===== config.mk =====
export PLATFORM = sky130hd
export DESIGN_NAME = alu_exec_stage
export DESIGN_NICKNAME = d
export VERILOG_FILES = /design/src/rtl/riscv_32i_control_pkg.sv /design/src/rtl/alu.sv /design/src/rtl/alu_exec_stage.sv
export SDC_FILE = /design/constraint.sdc
export NUM_CORES = 1
export LEC_CHECK = 0
export ABC_AREA = 1
export BUFFER_PORTS_ARGS = -buffer_cell sky130_fd_sc_hd__clkbuf_2
export CAP_MARGIN = 20
export CORE_ASPECT_RATIO = 0.6
export CORE_UTILIZATION = 57
export CTS_CLUSTER_DIAMETER = 200
export DETAILED_ROUTE_END_ITERATION = 7
export PLACE_DENSITY = 0.76
export SYNTH_ARGS = -nofsm -noshare
export SYNTH_HDL_FRONTEND = slang
export SYNTH_SLANG_ARGS = --single-unit

===== constraint.sdc =====
create_clock -name clk -period 1.5 [get_ports clk]
set_clock_uncertainty 0.1 [all_clocks]
set_input_delay 0.375 -clock clk [delete_from_list [all_inputs] [get_ports clk]]
set_output_delay 0.375 -clock clk [all_outputs]
set_load 0.03 [all_outputs]

===== src/rtl/riscv_32i_control_pkg.sv =====
// Control-path types shared by decode and execute in the riscv_32i core.
// Holds the ALU operation encoding and the single legality rule used by both stages.
package riscv_32i_control_pkg;

  typedef enum logic [3:0] {
    ALU_ADD  = 4'd0,
    ALU_SUB  = 4'd1,
    ALU_AND  = 4'd2,
    ALU_OR   = 4'd3,
    ALU_XOR  = 4'd4,
    ALU_SLL  = 4'd5,
    ALU_SRL  = 4'd6,
    ALU_SRA  = 4'd7,
    ALU_SLT  = 4'd8,
    ALU_SLTU = 4'd9
  } alu_op_t;

  function automatic logic is_legal_alu_op(alu_op_t op);
    case (op)
      ALU_ADD, ALU_SUB, ALU_AND, ALU_OR, ALU_XOR,
      ALU_SLL, ALU_SRL, ALU_SRA, ALU_SLT, ALU_SLTU: return 1'b1;
      default:                                      return 1'b0;
    endcase
  endfunction

endpackage


===== src/rtl/alu.sv =====
// Combinational 32-bit integer ALU for the riscv_32i core.
// Unknown encodings produce result=0 and zero=0 so callers can flag them separately.
module alu
  import riscv_32i_control_pkg::*;
(
  input  alu_op_t     i_op,
  input  logic [31:0] i_a,
  input  logic [31:0] i_b,
  output logic [31:0] o_result,
  output logic        o_zero
);

  logic signed [31:0] w_a_s;
  logic signed [31:0] w_b_s;

  assign w_a_s = i_a;
  assign w_b_s = i_b;

  always_comb begin
    o_result = '0;
    case (i_op)
      ALU_ADD:  o_result = i_a + i_b;
      ALU_SUB:  o_result = i_a - i_b;
      ALU_AND:  o_result = i_a & i_b;
      ALU_OR:   o_result = i_a | i_b;
      ALU_XOR:  o_result = i_a ^ i_b;
      ALU_SLL:  o_result = i_a << i_b[4:0];
      ALU_SRL:  o_result = i_a >> i_b[4:0];
      ALU_SRA:  o_result = w_a_s >>> i_b[4:0];
      ALU_SLT:  o_result = {31'b0, w_a_s < w_b_s};
      ALU_SLTU: o_result = {31'b0, i_a < i_b};
      default:  o_result = '0;
    endcase
  end

  // Zero is only meaningful for a legal op; illegal ops report zero=0.
  assign o_zero = is_legal_alu_op(i_op) && (o_result == '0);

endmodule


===== src/rtl/alu_exec_stage.sv =====
// Execute stage: computes ALU ops in the accept cycle and returns them in order
// through a DEPTH-entry result buffer with independent request/response handshakes.
module alu_exec_stage
  import riscv_32i_control_pkg::*;
#(
  parameter int DEPTH = 2,
  parameter int TAG_W = 4
) (
  input  logic                     clk,
  input  logic                     rst_n,
  input  logic                     flush,
  input  logic                     req_valid,
  output logic                     req_ready,
  input  logic [3:0]               req_op,
  input  logic [31:0]              req_a,
  input  logic [31:0]              req_b,
  input  logic [TAG_W-1:0]         req_tag,
  output logic                     rsp_valid,
  input  logic                     rsp_ready,
  output logic [31:0]              rsp_result,
  output logic                     rsp_zero,
  output logic                     rsp_illegal,
  output logic [TAG_W-1:0]         rsp_tag,
  output logic [$clog2(DEPTH):0]   occupancy
);

  localparam int PTR_W = $clog2(DEPTH);
  localparam int OCC_W = PTR_W + 1;
  localparam logic [OCC_W-1:0] FULL_OCC = OCC_W'(DEPTH);

  typedef struct packed {
    logic [31:0]      result;
    logic             zero;
    logic             illegal;
    logic [TAG_W-1:0] tag;
  } entry_t;

  entry_t             r_mem [DEPTH];
  logic [PTR_W-1:0]   r_wptr;
  logic [PTR_W-1:0]   r_rptr;
  logic [OCC_W-1:0]   r_occ;

  alu_op_t            w_op;
  logic [31:0]        w_alu_result;
  logic               w_alu_zero;
  entry_t             w_entry;
  logic               w_push;
  logic               w_pop;

  assign w_op = alu_op_t'(req_op);

  alu u_alu (
    .i_op     (w_op),
    .i_a      (req_a),
    .i_b      (req_b),
    .o_result (w_alu_result),
    .o_zero   (w_alu_zero)
  );

  assign w_entry.result  = w_alu_result;
  assign w_entry.zero    = w_alu_zero;
  assign w_entry.illegal = !is_legal_alu_op(w_op);
  assign w_entry.tag     = req_tag;

  // Handshakes: ready depends only on reset, flush and fill level, never on rsp_ready.
  assign req_ready = rst_n && !flush && (r_occ < FULL_OCC);
  assign rsp_valid = (r_occ != '0);
  assign w_push    = req_valid && req_ready;
  assign w_pop     = rsp_valid && rsp_ready && !flush;
  assign occupancy = r_occ;

  always_comb begin
    rsp_result  = '0;
    rsp_zero    = 1'b0;
    rsp_illegal = 1'b0;
    rsp_tag     = '0;
    if (rsp_valid) begin
      rsp_result  = r_mem[r_rptr].result;
      rsp_zero    = r_mem[r_rptr].zero;
      rsp_illegal = r_mem[r_rptr].illegal;
      rsp_tag     = r_mem[r_rptr].tag;
    end
  end

  // Buffer state: pointers wrap naturally because DEPTH is a power of two.
  always_ff @(posedge clk or negedge rst_n) begin
    if (!rst_n) begin
      r_wptr <= '0;
      r_rptr <= '0;
      r_occ  <= '0;
      for (int i = 0; i < DEPTH; i++) r_mem[i] <= '0;
    end else if (flush) begin
      r_wptr <= '0;
      r_rptr <= '0;
      r_occ  <= '0;
    end else begin
      if (w_push) begin
        r_mem[r_wptr] <= w_entry;
        r_wptr        <= r_wptr + 1'b1;
      end
      if (w_pop) r_rptr <= r_rptr + 1'b1;
      case ({w_push, w_pop})
        2'b10:   r_occ <= r_occ + 1'b1;
        2'b01:   r_occ <= r_occ - 1'b1;
        default: r_occ <= r_occ;
      endcase
    end
  end

endmodule


==> flow_summary.toml, run 1 <==
[synth]
yosys.area.top_type = "nand2_1"
synthFlopType = "dfrtp_1"
synth_area_per_cell_um2 = 5.29
synth-async-reset-ratio_pct = 100
netlist_top_cells_count = "nand2_1 (951), nand3_1 (443), inv_1 (349)"
synthesis.nets = 2810
synthTopCellsByArea = "nand2_1 (26%), nand3_1 (16%), dfrtp_1 (14%), inv_1 (9.4%), ha_1 (8.7%)"
ys_types = 40
ys_seq_elements = 80
synthCells = 2634
seq_area_frac_synth_pct = 14.4
synth_most_common_cell = "nand2_1"
syn_area_um2 = 13900
synth_top_cell_area_share_pct = 25.6
synth-edff-count = 0
yosys_warnings = 0

[die]
fp-row-count = 43
initial_core_util_pct = 59.2
ios = 119
die_w_um = 204
die_h_um = 123

[placed_design]
port_buffers = 118
place.gp.congestion = 1.30
dpl-instance-area_um2 = 19300
dp_hpwl_mm = 56.5

[grt]
grt_pass1_wl_mm = 168
grt_max_degree = 57
grt-ovfl-total = 378
grt_use_total_pct = 86.8
grt_pass1_vias = 28100

[cts]
cts-root-buf = "clkbuf_16"
cts.sink_count = 80
numCtsBuffers = 9
cts_htree_levels = 3
cts_buffer_depth = 2

[run_status]
error = "[ERROR GRT-0116] Global routing finished with congestion. Check the congestion regions in the DRC Viewer."
status = "stopped before the end"
lastStage = "global routing (5_1_grt)"
-- metal layers --
metal | GRT overflow | GRT usage [%]
met2 | 189 | 100
met3 | 26 | 76.2
met4 | 128 | 85.4
met1 | 26 | 85.7
met5 | 9 | 58.9
-- what timing repair did --
item | 4_1_cts
hold buffers | 1
buffers inserted | 57
gates cloned | 4
pin swaps | 200
endpoints found under the setup margin | 112
endpoints found under the hold margin | 24
gates resized for setup | 658
-- per-stage QoR --
| step | hold WS (ns) | util, % | worst slack (ns) | std cells |
|---|---|---|---|---|
| global placement | 0.324 | 81.9 | -1.68 | 3435 |
| detailed placement | 0.334 | 81.9 | -1.82 | 3435 |
| floorplan | -0.0206 | - | -1.13 | 2634 |
| CTS | 0.146 | 95.2 | -0.939 | 3501 |
-- cells by family after synthesis --
group	Yosys count	share of synthesized area, %
DFF	80	14.4
and+or+nand+nor	1694	51.6
buffers and inverters	484	14.3
xor gates and xnor gates	1	0.0629
AOI/OAI and AO/OA	276	10.7
adders and majority gates	99	9.01
==> inputs of run 2 (changes only) <==
CORE_ASPECT_RATIO = unset   (was 0.6)
CORE_UTILIZATION = 40   (was 57)
CTS_CLUSTER_DIAMETER = unset   (was 200)
PLACE_DENSITY = unset   (was 0.76)
PLACE_DENSITY_LB_ADDON = 0.15   (was unset)
clock period = 1.95 ns   (was 1.5 ns; I/O delays follow)
==> run 2 against run 1 <==
The flow now finishes, with violations (negative setup slack). Synthesized cell count unchanged. Synthesized area unchanged.
==> flow_summary.toml, run 2 <==
[setup_path]
worstPathCellList = "clkbuf_16, clkinv_8, ha_4, buf_12, nor2_4, buf_6, nand3_4, nand3_4, nand2_2, nand3_2, nand2_2, a21oi_2, nor2_4, nor2_4, nand2_1, nor2_1, nand2_1, nor2_2, nand4_1, nand2_1"
worst_ep_required_time_ns = 2.13
slowest_stage = "ha_4"
startpoint_type = "input pin"
critPathArrivalTime_ns = 2.95
crit_buf_inv = 4
cp-end-kind = "flop"
crit_family = "simple AND/OR/NAND/NOR gates"
cp_max_fo = 5
critPathKind = "in -> reg"
cpPeakStageDelay_ns = 0.25

[finish]
final_cells = 3719
num-nets-final = 3442
area_delta_synth_final_pct = 72.6
largest_reg_flops = 76
final_common_cell = "nand2_1"
final_cell_mix = "nand2_1 (713), buf_4 (521), nand3_1 (331)"
finish.utilization_pct = 70.9
layout-drive-gt1-share_pct = 47.9
regMostFlops = "r_mem"
antenna_cells = 0

[die]
die_h_um = 189
die_area_um2 = 35600
ios = 119
coreArea_um2 = 33900
die_w_um = 189
initial_core_util_pct = 41.1
fp-row-count = 67

[cts]
cts_htree_levels = 3
numCtsBuffers = 9
path_clk_slew_ns = 0.07
hold_buffers = 0
cts.sink_count = 80
cts_tree = "built"
cts_buffer_depth = 2
insertion_delay_ns = 0.34
cts-root-buf = "clkbuf_16"

[pwr]
p_sw_uw = 4870
p_clk_share_pct = 16.5
p_seq_share_pct = 20.2
cellPowerDensity_nw_per_um2 = 445
comb_power_share_pct = 63.4
intPower_uw = 5830
vdd_ir_drop_max_mv = 0.421
p_leak_uw = 0.0126
swShare_pct = 45.5

[synth]
syn_area_um2 = 13900
synthFlopType = "dfrtp_1"
synth-edff-count = 0
synth_top_cell_area_share_pct = 25.6
ys_types = 40
ys_seq_elements = 80
synthTopCellsByArea = "nand2_1 (26%), nand3_1 (16%), dfrtp_1 (14%), inv_1 (9.4%), ha_1 (8.7%)"
synth_area_per_cell_um2 = 5.29
synthCells = 2634
seq_area_frac_synth_pct = 14.4
netlist_top_cells_count = "nand2_1 (951), nand3_1 (443), inv_1 (349)"
synth-async-reset-ratio_pct = 100
yosys_warnings = 0
synthesis.nets = 2810
yosys.area.top_type = "nand2_1"
synth_most_common_cell = "nand2_1"

[timing]
max_freq_ghz = 0.361
setup-tns-final_ns = -28.69
setup_viol = 104
rsz0062_at_grt = "yes"
setup_slack_ns = -0.822
timing.final.crit_share_pct = 142
min_period_ns = 2.77
slew_headroom_pct = 68.5
drv_slew = 0
finalHoldViolations = 0
whs_ns = 0.0471
worst_pin_slew_ns = 0.470

[drt]
drt-pass1-iter-count = 6
vias_per_cell = 5.61
first_iter_violations = 2453
routedWlPerCell_um = 20.7
drc = 0
vias = 20900
wirelength_mm = 77.1
ant_nets = 0

[grt]
grt-ovfl-total = 0
grt_pass1_vias = 19300
grt_use_total_pct = 41.1
grt_pass1_wl_mm = 112
grt_max_degree = 81
grt_antenna_before_repair = 0

[placed_design]
port_buffers = 118
placed_cells = 3647
dpl_worst_slack_ns = -1.45
place.gp.congestion = 1.09
dp_hpwl_mm = 60.9

[flow_run]
drv_cap = 0

[run_status]
status = "complete, but fails checks"
violations = "negative setup slack"

[worst_hold_path]
hp-class = "in -> async"
-- run 2: final timing paths --
kind / from / end / slack, ns / cells past startpoint
max: req_b[4] / r_mem[43]$_DFFE_PN0P_ / -0.82 / 20
min: rst_n / occupancy[1]$_DFFE_PN0P_ / 0.05 / 2
max reg2reg: occupancy[1]$_DFFE_PN0P_ / r_mem[20]$_DFFE_PN0P_ / 0.33 / 7
min reg2reg: r_mem[50]$_DFFE_PN0P_ / r_mem[50]$_DFFE_PN0P_ / 0.39 / 2
max in group asynchronous: rst_n / r_mem[45]$_DFFE_PN0P_ / 1.10 / 3
min in group clk: req_tag[0] / r_mem[38]$_DFFE_PN0P_ / 0.27 / 3
-- run 2: final cells by class --
cell class / instances / area, um^2
clock buffer: 9 / 225
clock inverter: 7 / 85.1
fill: 2902 / 9840
inverter: 364 / 1440
multi-input combinational: 2070 / 13400
sequential: 80 / 2010
tap: 448 / 561
timing repair buffer: 741 / 6320
-- run 2: metal layers --
metal | GRT usage, % | up-vias | share of wire [%]
met3 | 8.14 | 246 | 10
met1 | 54.5 | 9804 | 40
met4 | 20.1 | 0 | 6.0
met2 | 63.3 | 1138 | 44
met5 | 0 | - | 0
li1 | - | 9676 | -
-- run 2: cells by family (layout without fill, tap and decap cells) --
| logic type | count (synthesis) | count (layout) | share of synthesized area, % |
|---|---|---|---|
| xor gates and xnor gates | 1 | 1 | 0.0629 |
| and+or+nand+nor | 1694 | 1694 | 51.6 |
| buffers and inverters | 484 | 1121 | 14.3 |
| DFF | 80 | 80 | 14.4 |
| adders and majority gates | 99 | 99 | 9.01 |
| AOI/OAI and AO/OA | 276 | 276 | 10.7 |
-- run 2: power groups by stage --
stage | Combinational [uW] | Clock, uW | Sequential, uW
final | 6780 | 1760 | 2160
after global routing | 7180 | 1840 | 2190
after CTS | 5850 | 1780 | 2140
after detailed placement | 5120 | 0 | 2170
after global placement | 5060 | 0 | 2150
after floorplan | 2730 | 0 | 2130
-- run 2: per-stage QoR --
step           total power, uW  instance area [um^2]
2_1_floorplan             4860                 14500
3_3_place_gp              7220                 19400
3_5_place_dp              7290                 19400
4_1_cts                   9760                 21900
5_1_grt                  11200                 24000
6_report                 10700                 24000
-- run 2: timing repair --
action                                  CTS  global route
buffers inserted                         33            36
resized for setup                       519           580
endpoints found under the setup margin  104           105
cloned                                    2             1
endpoints found under the hold margin     0             0
pin swaps                               127           191
Note: power is estimated with default switching activity, not from simulation.
